`config.mk`:
```
export PLATFORM = sky130hd
export DESIGN_NAME = mole_game_ctrl
export DESIGN_NICKNAME = d
export VERILOG_FILES = /design/src/rtl/mole_game_ctrl_pkg.sv /design/src/rtl/bcd_counter4.sv /design/src/rtl/mole_game_ctrl.sv
export SDC_FILE = /design/constraint.sdc
export NUM_CORES = 1
export LEC_CHECK = 0
export BUFFER_PORTS_ARGS = -buffer_cell sky130_fd_sc_hd__buf_2
export CORE_MARGIN = 5
export CORE_UTILIZATION = 55
export CTS_CLUSTER_SIZE = 16
export DETAILED_ROUTE_END_ITERATION = 16
export GPL_ROUTABILITY_DRIVEN = 0
export PLACE_DENSITY = 0.68
export SYNTH_ARGS = -nofsm -noshare
export SYNTH_HDL_FRONTEND = slang
export SYNTH_SLANG_ARGS = --single-unit
```
`constraint.sdc`:
```
create_clock -name clk -period 3.4 [get_ports clk]
set_clock_uncertainty 0.2 [all_clocks]
set_input_delay 0.17 -clock clk [delete_from_list [all_inputs] [get_ports clk]]
set_output_delay 0.17 -clock clk [all_outputs]
set_load 0.01 [all_outputs]
```
`src/rtl/mole_game_ctrl_pkg.sv`:
```
// Shared state encoding, display constants and LFSR / position helpers for the mole game.
package mole_game_ctrl_pkg;

   typedef enum logic [2:0] {
      S_IDLE  = 3'd0,
      S_SPAWN = 3'd1,
      S_UP    = 3'd2,
      S_GAP   = 3'd3,
      S_OVER  = 3'd4
   } state_t;

   localparam logic [3:0]  NO_MOLE   = 4'b1111;
   localparam int          BCD_W     = 4;
   // Galois feedback mask for x^16 + x^14 + x^13 + x^11 (right-shifting form)
   localparam logic [15:0] LFSR_TAPS = 16'hB400;

   function automatic logic [15:0] lfsr_step(input logic [15:0] s);
      return {1'b0, s[15:1]} ^ (s[0] ? LFSR_TAPS : 16'h0000);
   endfunction

   // Never repeat the previous hole: bump a collision to the next position.
   function automatic logic [1:0] pick_pos(input logic [1:0] raw, input logic [1:0] prev);
      return (raw == prev) ? raw + 2'd1 : raw;
   endfunction

endpackage

```
`src/rtl/bcd_counter4.sv`:
```
// Four-digit BCD score counter: synchronous clear, increment with ripple carry, holds at 9999.
module bcd_counter4
   import mole_game_ctrl_pkg::*;
(
   input  logic             clk,
   input  logic             reset,
   input  logic             clr,
   input  logic             inc,
   output logic [BCD_W-1:0] thou,
   output logic [BCD_W-1:0] hund,
   output logic [BCD_W-1:0] tens,
   output logic [BCD_W-1:0] ones
);

   logic [3:0][BCD_W-1:0] dig_q, dig_d;
   logic                  carry;
   logic                  at_max;

   always_comb begin
      dig_d  = dig_q;
      carry  = 1'b1;
      at_max = (dig_q == 16'h9999);
      if (clr) begin
         dig_d = '0;
      end else if (inc && !at_max) begin
         for (int i = 0; i < 4; i++) begin
            if (carry) begin
               if (dig_q[i] == BCD_W'(9)) begin
                  dig_d[i] = '0;
               end else begin
                  dig_d[i] = dig_q[i] + BCD_W'(1);
                  carry    = 1'b0;
               end
            end
         end
      end
   end

   always_ff @(posedge clk) begin
      if (reset) begin
         dig_q <= '0;
      end else begin
         dig_q <= dig_d;
      end
   end

   assign thou = dig_q[3];
   assign hund = dig_q[2];
   assign tens = dig_q[1];
   assign ones = dig_q[0];

endmodule

```
`src/rtl/mole_game_ctrl.sv`:
```
// Whack-a-Mole controller: LFSR mole placement, up/gap timing, hit judging and BCD score.
// All outputs are registered; the mole appears one cycle after SPAWN and clears on the edge that samples the button.
module mole_game_ctrl
   import mole_game_ctrl_pkg::*;
#(
   parameter logic [31:0] UP_CYCLES  = 32'd50_000_000,
   parameter logic [31:0] UP_STEP    = 32'd2_500_000,
   parameter logic [31:0] UP_MIN     = 32'd10_000_000,
   parameter logic [31:0] GAP_CYCLES = 32'd25_000_000,
   parameter logic [31:0] ROUNDS     = 32'd20,
   parameter logic [15:0] LFSR_SEED  = 16'hACE1
) (
   input  logic             clk,
   input  logic             reset,
   input  logic             start,
   input  logic [3:0]       btn,
   output logic [3:0]       mole_location,
   output logic             level_mode,
   output logic [BCD_W-1:0] an_thou,
   output logic [BCD_W-1:0] an_hund,
   output logic [BCD_W-1:0] an_tens,
   output logic [BCD_W-1:0] an_ones
);

   state_t      state_q, state_d;
   logic [15:0] lfsr_q, lfsr_d;
   logic [31:0] round_q, round_d;
   logic [31:0] up_len_q, up_len_d;
   logic [31:0] timer_q, timer_d;
   logic [1:0]  prev_pos_q, prev_pos_d;
   logic [3:0]  mole_q, mole_d;
   logic        level_q, level_d;

   logic        score_clr;
   logic        score_inc;
   logic [1:0]  spawn_pos;
   logic        hit;
   logic        wrong;

   always_comb begin
      state_d    = state_q;
      lfsr_d     = lfsr_step(lfsr_q);
      round_d    = round_q;
      up_len_d   = up_len_q;
      timer_d    = timer_q;
      prev_pos_d = prev_pos_q;
      mole_d     = mole_q;
      level_d    = level_q;
      score_clr  = 1'b0;
      score_inc  = 1'b0;
      spawn_pos  = pick_pos(lfsr_q[1:0], prev_pos_q);
      // While UP, prev_pos_q holds the hole of the mole currently showing.
      hit        = btn[prev_pos_q];
      wrong      = |(btn & ~(4'b0001 << prev_pos_q));

      case (state_q)
         S_IDLE, S_OVER: begin
            level_d = 1'b1;
            mole_d  = NO_MOLE;
            if (start) begin
               state_d   = S_SPAWN;
               score_clr = 1'b1;
               round_d   = '0;
               up_len_d  = UP_CYCLES;
            end
         end
         S_SPAWN: begin
            mole_d     = ~(4'b0001 << spawn_pos);
            prev_pos_d = spawn_pos;
            level_d    = 1'b0;
            timer_d    = up_len_q - 32'd1;
            state_d    = S_UP;
         end
         S_UP: begin
            if (hit || wrong || (timer_q == '0)) begin
               mole_d  = NO_MOLE;
               timer_d = GAP_CYCLES - 32'd1;
               round_d = round_q + 32'd1;
               state_d = S_GAP;
               if (hit) begin
                  score_inc = 1'b1;
                  up_len_d  = (up_len_q >= UP_MIN + UP_STEP) ? (up_len_q - UP_STEP) : UP_MIN;
               end
            end else begin
               timer_d = timer_q - 32'd1;
            end
         end
         S_GAP: begin
            if (timer_q == '0) begin
               state_d = (round_q == ROUNDS) ? S_OVER : S_SPAWN;
            end else begin
               timer_d = timer_q - 32'd1;
            end
         end
         default: begin
            state_d = S_IDLE;
         end
      endcase
   end

   always_ff @(posedge clk) begin
      if (reset) begin
         state_q    <= S_IDLE;
         lfsr_q     <= LFSR_SEED;
         round_q    <= '0;
         up_len_q   <= UP_CYCLES;
         timer_q    <= '0;
         prev_pos_q <= '0;
         mole_q     <= NO_MOLE;
         level_q    <= 1'b1;
      end else begin
         state_q    <= state_d;
         lfsr_q     <= lfsr_d;
         round_q    <= round_d;
         up_len_q   <= up_len_d;
         timer_q    <= timer_d;
         prev_pos_q <= prev_pos_d;
         mole_q     <= mole_d;
         level_q    <= level_d;
      end
   end

   bcd_counter4 u_score (
      .clk   (clk),
      .reset (reset),
      .clr   (score_clr),
      .inc   (score_inc),
      .thou  (an_thou),
      .hund  (an_hund),
      .tens  (an_tens),
      .ones  (an_ones)
   );

   assign mole_location = mole_q;
   assign level_mode    = level_q;

endmodule

```
### Word-level counts from Yosys, hierarchy flattened

Index checks and enable logic that the tools add are counted.

* register bits after elaboration: 138
* memories kept: 0
* word-level logic and storage cells: 109
* latch bits: 0
* bits in read-only memories: 0
* output and inout bits: 21
* memory bits (writable): 0

* bitwise logic cells: 4
* reduce and logical (&&, ||, !) cells: 21
* $add $sub $neg: 9
* order comparisons: 2
* multiplexer cells: 43
* divide/modulo/power cells: 0
* multiply operators: 0
* equality and inequality tests: 16
* shift operators: 2

Operators with widths (count)
* two-way mux 32 bit: 8
* case mux 32 bit (2 select lines): 2
* case mux 32 bit (3 select lines): 1
* subtractor 32 x 1 -> 32 bit, second input constant: 2
* adder 32 x 1 -> 32 bit, second input constant: 1
* equality test 32 x 5 -> 1 bit, second input constant: 1
* greater-or-equal comparator 32 x 24 -> 1 bit, second input constant: 1
* logical NOT 32 bit: 1
* subtractor 32 x 22 -> 32 bit, second input constant: 1
* two-way mux 4 bit: 5
* two-way mux 1 bit: 17
* adder 4 x 1 -> 4 bit, second input constant: 4
* equality test 16 bit, second input constant: 1
* equality test 4 bit, second input constant: 4
* two-way mux 16 bit: 1
* XOR 15 x 16 -> 16 bit: 1
* two-way mux 3 bit: 4
* case mux 3 bit (4 select lines): 1
* case mux 4 bit (3 select lines): 1
* != test 2 bit, second input constant: 5
* AND reduction 2 bit: 5
* NOT 4 bit: 2
* left shift 1 x 2 -> 4 bit, first input constant: 2
* equality test 3 x 2 -> 1 bit, second input constant: 2
* other kinds (19): 24

### Logic depth before layout (Yosys ltp)

Gate-level depths: netlist of the first run.

* depth in word-level cells: 18
* gate-level depth with buffers: 10
* gate-level depth less buffers: 9

### Hierarchy

From an unflattened synthesis of the first run, not the netlist that was laid out.

* cell total of the unflattened synthesis: 981
* area, all modules: 7669.9 um^2

By module, submodules not included
* mole_game_ctrl: cells each 880, area each 6827.8 um^2, seq. area each 2342.2 um^2, instances 1
* bcd_counter4: cells each 101, area each 842.1 um^2, seq. area each 320.3 um^2, instances 1

### Worst setup path before layout of the first run

OpenSTA, ideal clock, no wires.

* kind: register to register
* start: register timer_q[26]
* end: register timer_q[30]
* path buffers: 1
* arrival time: 2312 ps
* slack: 758 ps
* library setup time: 130 ps
* cell stages (with the launch flop): 8
* cell sequence: dfxtp_1 > or4_1 > or3_1 > nor4_1 > a21boi_1 > clkbuf_1 > a32oi_1 > o32ai_1

* cells in the longest elaborated chain, start to end: 4
* elaborated cells on any way between the ends: 8
* those cells by class: add/sub: 1; eq/ne: 1; mux: 3; reduce/logical: 3

RTL lines
* start: declaration: line mole_game_ctrl.sv:29 `logic [31:0] timer_q, timer_d;`
* start signal: assignment: line mole_game_ctrl.sv:116 `timer_q <= timer_d;`
* parallel branches: the longest is 4 deep, another holds subtractor 32 x 1 -> 32 bit

Parallel ways; which one is timed is not known. The select of a mux whose other input is x is not followed.
A chain may end at the register's enable or synchronous reset.

### Worst setup path in the final report of the first run

* start: register timer_q[14]
* end: register round_q[6]

* cells in the longest elaborated chain, start to end: 4

RTL lines
* logical NOT 32 bit: line mole_game_ctrl.sv:75 `if (hit || wrong || (timer_q == '0)) begin`
* logical OR 1 bit: line mole_game_ctrl.sv:75
* != test 2 bit (no source line)
* AND reduction 3 bit (no source line)
* end signal: assignment: line mole_game_ctrl.sv:114 `round_q <= round_d;`
* end: declaration: line mole_game_ctrl.sv:27 `logic [31:0] round_q, round_d;`

Every way passes these cells.

==> out/metrics.cfg, run 1 <==
[outcome]
status=finished, final reports clean

[route]
postRouteAntennaNets=0
via_count=7659
drt-initial-drc-count=910
drc=0
first_pass_iters=5
detail_route.wirelength_mm=21.5
wire_per_inst_microns=18.5
drt-vias-per-instance=6.57

[yosys]
synth_top_cell_area_share_pct=35.5
yosys_warnings=0
yosys.area_share.simple_pct=28.2
synth-edff-count=0
synth_area_leader_cell=dfxtp_1
synthAdderAreaFrac_pct=0.834
synth-main-ff-cell=dfxtp_1
syn_area_sq_um=7500
synth_top_family_by_area=simple AND/OR/NAND/NOR gates
synth_area_leaders=dfxtp_1 (35%), a21oi_1 (5.1%), nand2_1 (4.1%), nor2_1 (3.9%), o21ai_0 (3.8%)
synth_xor_area_share_pct=5.37
syn_inst=964
syn-num-nets=976
avgSynthCellArea_sq_um=7.78
synth_mux_area_share_pct=1.25
synth-compound-area-share_pct=23.7
synth_seq_cells=133
synthArstFlopShare_pct=0
synth_seq_area_share_pct=35.5
synth_cell_types=68

[setup_path]
slowest_stage=or4_1
cpPeakStageDelay_ns=0.62
crit_type=flip-flop to flip-flop
r2r_start=timer_q[14]$_SDFFE_PP0P_
crit_required_ns=3.56
end_kind=flip-flop
r2r_setup_slack_ns=0.28
crit_end=round_q[6]$_SDFFE_PP0P_
r2r-end=round_q[6]$_SDFFE_PP0P_
rr_worst_depth=7
cp_top_family=simple AND/OR/NAND/NOR gates
worstSetupStartpointType=flip-flop
startpoint=timer_q[14]$_SDFFE_PP0P_
crit_buf_inv=1
cp.arrival_ns=3.28
crit_fanout=15
cp_cell_sequence=or4_1 -> nor3_1 -> nand4_2 -> o21a_1 -> buf_4 -> or3_1 -> a21oi_1
path_depth=7

[timing]
rsz0062_at_grt=no
setup_viol=0
slew_headroom_pct=47.9
hold_violations=0
tightest_slew_ns=0.782
timing.fmax_mhz=320
min_period_ns=3.12
finalCritPeriodShare_pct=91.8
slew_viol_final=0
tns_ns=0

[cells_and_area]
layout.cells.non_filler=1165
filler_cell_count=1193
stdcell_area_sq_um=8480
nNetsFinal=989
areaGrowthSynthToFinish_pct=13.0
diodes=0
fin_util_pct=63.8
drive_above_1_share_pct=11.8

[place]
dp_cells=1132
numPortBuffers=27
place_area_sq_um=7870
hpwl_mm=15.0

[job]
maxCapViolCount=0

[die]
core_sq_um=13300
ios=28
num_rows=42
fp.dieH_microns=127
initial_core_util_pct=56.4
die_area_sq_um=16100
die_w_microns=127

[pwr]
ir_worst_vdd_mv=0.403
cellPowerDensity_nw_per_um2=520
p_leak_uw=0.00290

[grt]
grt_pass1_wl_mm=35.1
grt_overflow=0
grt_pass1_vias=7194
grt_use_total_pct=26.4
antenna_found_initial=0
grt_start_max_net_pins=36

[min_path]
hold_class=flip-flop to flip-flop

[clocking]
ctsHoldBuffers=2
clockRootBuffer=clkbuf_16
cts_post_setup_buffers_inserted=0
cts_tree=yes
cts.sinks=133
clock_latency_ns=0.43
clockBufferDepth=2
numCtsBuffers=17
h-tree-depth=4
cts_resized=0
clk_pin_slew_ns=0.06

sequential cells by signal, summed over array words and instances (netlist names):
register	count
round_q	32
timer_q	32
up_len_q	27
lfsr_q	16
mole_location	4
u_score.hund	4
u_score.ones	4
u_score.tens	4
u_score.thou	4
state_q	3
prev_pos_q	2
level_mode	1
worst register-to-register path, delay by kind of cell (launching register included):
family,cells,cell delay (ns)
buffers and inverters,1,0.26
AOI/OAI and AO/OA,2,0.59
and+or+nand+nor,4,1.66
DFF,1,0.35
Yosys cell counts, drive strengths merged, types with 6 or more instances:
master and instances:
buf 13, mux2i 6, a21oi 77, or2 11
nand4 22, nor2 78, a211oi 10, o31ai 25
xnor2 27, a31oi 17, nor3 39, o21ai 67
a32o 10, o211ai 6, dfxtp 133, o32ai 10
and2 8, nand2 82, a311oi 7, or3 24
inv 30, nand2b 14, nor2b 14, and3 12
nand4b 7, clkbuf 57, xor2 19, nor4 29
nand3 26, or4 20
power breakdown:
| part | internal, uW | switching, uW | leakage (uW) |
|---|---|---|---|
| logic | 288 | 472 | 0.00153 |
| clock network | 1180 | 688 | 0.000288 |
| registers | 1650 | 133 | 0.00109 |
| total | 3120 | 1290 | 0.00290 |
cell families after synthesis:
kind of cell             Yosys count
AO/OA/AOI/OAI                    273
XOR/XNOR                          46
adder cells (fa/ha/maj)            5
buffers and inverters            100
flip-flops                       133
multiplexers                       8
AND/OR/NAND/NOR                  399
area by class of cell:
type,instances,area (sq um),share of cell area (%)
repair buffers,64,430,5.08
clock inverters,10,130,1.53
clock buffers,21,460,5.43
inverters,30,113,1.33
well taps,176,220,2.60
flip-flops and latches,133,2660,31.4
multi-input cells,731,4460,52.6
per-stage QoR:
stage | setup WS (ns) | total power [uW] | hold slack [ns]
after global placement | 0.479 | 2520 | 0.191
after detailed placement | 0.357 | 2550 | 0.198
final | 0.278 | 4410 | 0.213
after floorplan | 0.758 | 2300 | 0.149
after CTS | 0.329 | 4400 | 0.208
after global routing | 0.181 | 4580 | 0.233
how the worst min path moves through the flow:
stage | cells after the start | to | start | slack (ns)
2_1_floorplan | 2 | round_q[12]$_SDFFE_PP0P_ | reset | 0.15
3_3_place_gp | 1 | lfsr_q[5]$_SDFF_PP1_ | lfsr_q[6]$_SDFF_PP1_ | 0.19
3_5_place_dp | 1 | lfsr_q[6]$_SDFF_PP1_ | lfsr_q[7]$_SDFF_PP1_ | 0.20
4_1_cts | 6 | up_len_q[9]$_SDFFE_PP0P_ | btn[3] | 0.21
5_1_grt | 1 | lfsr_q[5]$_SDFF_PP1_ | lfsr_q[6]$_SDFF_PP1_ | 0.23
6_report | 1 | lfsr_q[6]$_SDFF_PP1_ | lfsr_q[7]$_SDFF_PP1_ | 0.21
metal layers:
| metal | vias up | track usage, % | part of all wire (%) |
|---|---|---|---|
| met5 | - | 0 | 0 |
| met4 | 0 | 11.9 | 3.3 |
| met3 | 60 | 5.42 | 6.8 |
| met2 | 317 | 43.0 | 46 |
| met1 | 3673 | 33.7 | 43 |
| li1 | 3609 | - | - |
cells in the final DEF (no fill, tap or decap), drive strengths merged, types with 11 or more instances in the layout:
cell and count:
a31oi 17, nand3 26, nand4 22, nand2 82, or4 20, dfxtp 133
nor4 29, nor2b 14, inv 30, or3 24, buf 62, a21oi 77
xor2 19, o31ai 25, o21ai 67, nand2b 14, nor2 78, or2 11
clkbuf 21, nor3 39, and3 12, xnor2 27
(Power assumes the default switching activity.)
==> inputs of run 2 (changes only) <==
--- a/config.mk
+++ b/config.mk
@@ -12,6 +12,7 @@
 export DETAILED_ROUTE_END_ITERATION = 16
 export GPL_ROUTABILITY_DRIVEN = 0
 export PLACE_DENSITY = 0.68
+export SKIP_CTS_REPAIR_TIMING = 1
 export SYNTH_ARGS = -nofsm -noshare
 export SYNTH_HDL_FRONTEND = slang
 export SYNTH_SLANG_ARGS = --single-unit
==> constraint.sdc (replaced) <==
create_clock -name clk -period 3.4 [get_ports clk]
set_clock_uncertainty 0.2 [all_clocks]
set_input_delay 0.17 -clock clk [delete_from_list [all_inputs] [get_ports clk]]
set_output_delay 0.17 -clock clk [all_outputs]
set_load 0.05 [all_outputs]
==> out/metrics.cfg, run 2 (synthesis gave the netlist of run 1 again) <==
[clocking]
clock_latency_ns=0.43
h-tree-depth=4
clockBufferDepth=2
numCtsBuffers=17
cts.sinks=133
clockRootBuffer=clkbuf_16
cts_tree=yes
clk_pin_slew_ns=0.06

[setup_path]
crit_required_ns=3.56
cp_cell_sequence=or4_1 -> nor3_1 -> nand4_2 -> o21a_1 -> buf_4 -> or3_1 -> a21oi_1
worstSetupStartpointType=flip-flop
cp.arrival_ns=3.26
end_kind=flip-flop
r2r_start=timer_q[14]$_SDFFE_PP0P_
startpoint=timer_q[14]$_SDFFE_PP0P_
slowest_stage=or4_1
cpPeakStageDelay_ns=0.62
r2r-end=round_q[6]$_SDFFE_PP0P_
crit_fanout=15
crit_end=round_q[6]$_SDFFE_PP0P_
crit_type=flip-flop to flip-flop
rr_worst_depth=7
r2r_setup_slack_ns=0.29

[grt]
antenna_found_initial=0
grt_pass1_wl_mm=35.1
grt_overflow=0
grt_start_max_net_pins=36
grt_pass1_vias=7185
grt_use_total_pct=26.4

[route]
first_pass_iters=5
wire_per_inst_microns=18.4
detail_route.wirelength_mm=21.5
drt-vias-per-instance=6.52
via_count=7588
drt-initial-drc-count=882
postRouteAntennaNets=0
drc=0

[die]
core_sq_um=13300
die_area_sq_um=16100
initial_core_util_pct=56.4
ios=28
die_w_microns=127
num_rows=42
fp.dieH_microns=127

[pwr]
cellPowerDensity_nw_per_um2=522
p_leak_uw=0.00289
ir_worst_vdd_mv=0.402

[cells_and_area]
layout.cells.non_filler=1164
final_cell_mix=dfxtp_1 (133), nand2_1 (82), nor2_1 (78)
reg_top3=round_q: 32 flops, timer_q: 32 flops, up_len_q: 27 flops
fin_util_pct=63.7
nNetsFinal=988
diodes=0
final_common_cell=dfxtp_1
areaGrowthSynthToFinish_pct=12.9
drive_above_1_share_pct=11.8

[place]
place_ws_ns=0.357
numPortBuffers=27
dp_cells=1132
hpwl_mm=15.0

[min_path]
hold_class=input pin to flip-flop
worstHoldStart=reset

[timing]
setup_viol=0
tightest_slew_ns=0.772
slew_viol_final=0
rsz0062_at_grt=no
slew_headroom_pct=48.5
hold_violations=0
holdWs_ns=0.00963
timing.fmax_mhz=322
tns_ns=0
finalCritPeriodShare_pct=91.4
worst_slack_ns=0.293
min_period_ns=3.11

[outcome]
status=finished, final reports clean

[job]
maxCapViolCount=0

run 2: cell count changes in the layout (fill, tap and decap cells not counted), sizes merged:
cell         change
dlygate4sd3      -1
run 2: per-layer routing:
metal / part of all wire [%] / vias to the layer above / GRT usage (%)
met5: 0 / - / 0
met4: 3.1 / 0 / 11.9
met1: 43 / 3602 / 33.7
li1: - / 3604 / -
met3: 7.0 / 51 / 5.42
met2: 47 / 331 / 43.0
run 2: per-stage QoR:
step	instance area [sq um]	total power, uW
final	8470	4420
after floorplan	7500	2310
after detailed placement	7870	2560
after global routing	8470	4590
after CTS	8460	4410
after global placement	7870	2540
run 2: final cells by class:
| cell class | count | area [sq um] |
|---|---|---|
| tap | 176 | 220 |
| sequential | 133 | 2660 |
| inverter | 30 | 113 |
| clock buffer | 21 | 460 |
| fill | 1195 | 4830 |
| timing repair buffer | 63 | 420 |
| clock inverter | 10 | 130 |
| multi-input combinational | 731 | 4460 |
run 2: how the worst min path moves through the flow:
| stage | slack (ns) | cells past startpoint | endpoint |
|---|---|---|---|
| global route | 0.05 | 2 | up_len_q[6]$_SDFFE_PP0P_ |
| finish | 0.01 | 2 | up_len_q[6]$_SDFFE_PP0P_ |
| floorplan | 0.15 | 2 | round_q[12]$_SDFFE_PP0P_ |
| CTS | -0.15 | 4 | state_q[2]$_SDFFE_PP0P_ |
| detailed placement | 0.20 | 1 | lfsr_q[6]$_SDFF_PP1_ |
| global placement | 0.19 | 1 | lfsr_q[5]$_SDFF_PP1_ |
run 2: report_power, final:
group          total (uW)  switching, uW  internal (uW)
registers            1780            132           1650
clock network        1860            685           1180
logic                 770            483            287
total                4420           1300           3120
run 2: critical path, delay by kind of cell, from the launching register on:
kind	cells	cell delay, ns
flip-flops	1	0.35
buffers and inverters	1	0.25
AO/OA/AOI/OAI	2	0.58
AND/OR/NAND/NOR	4	1.66
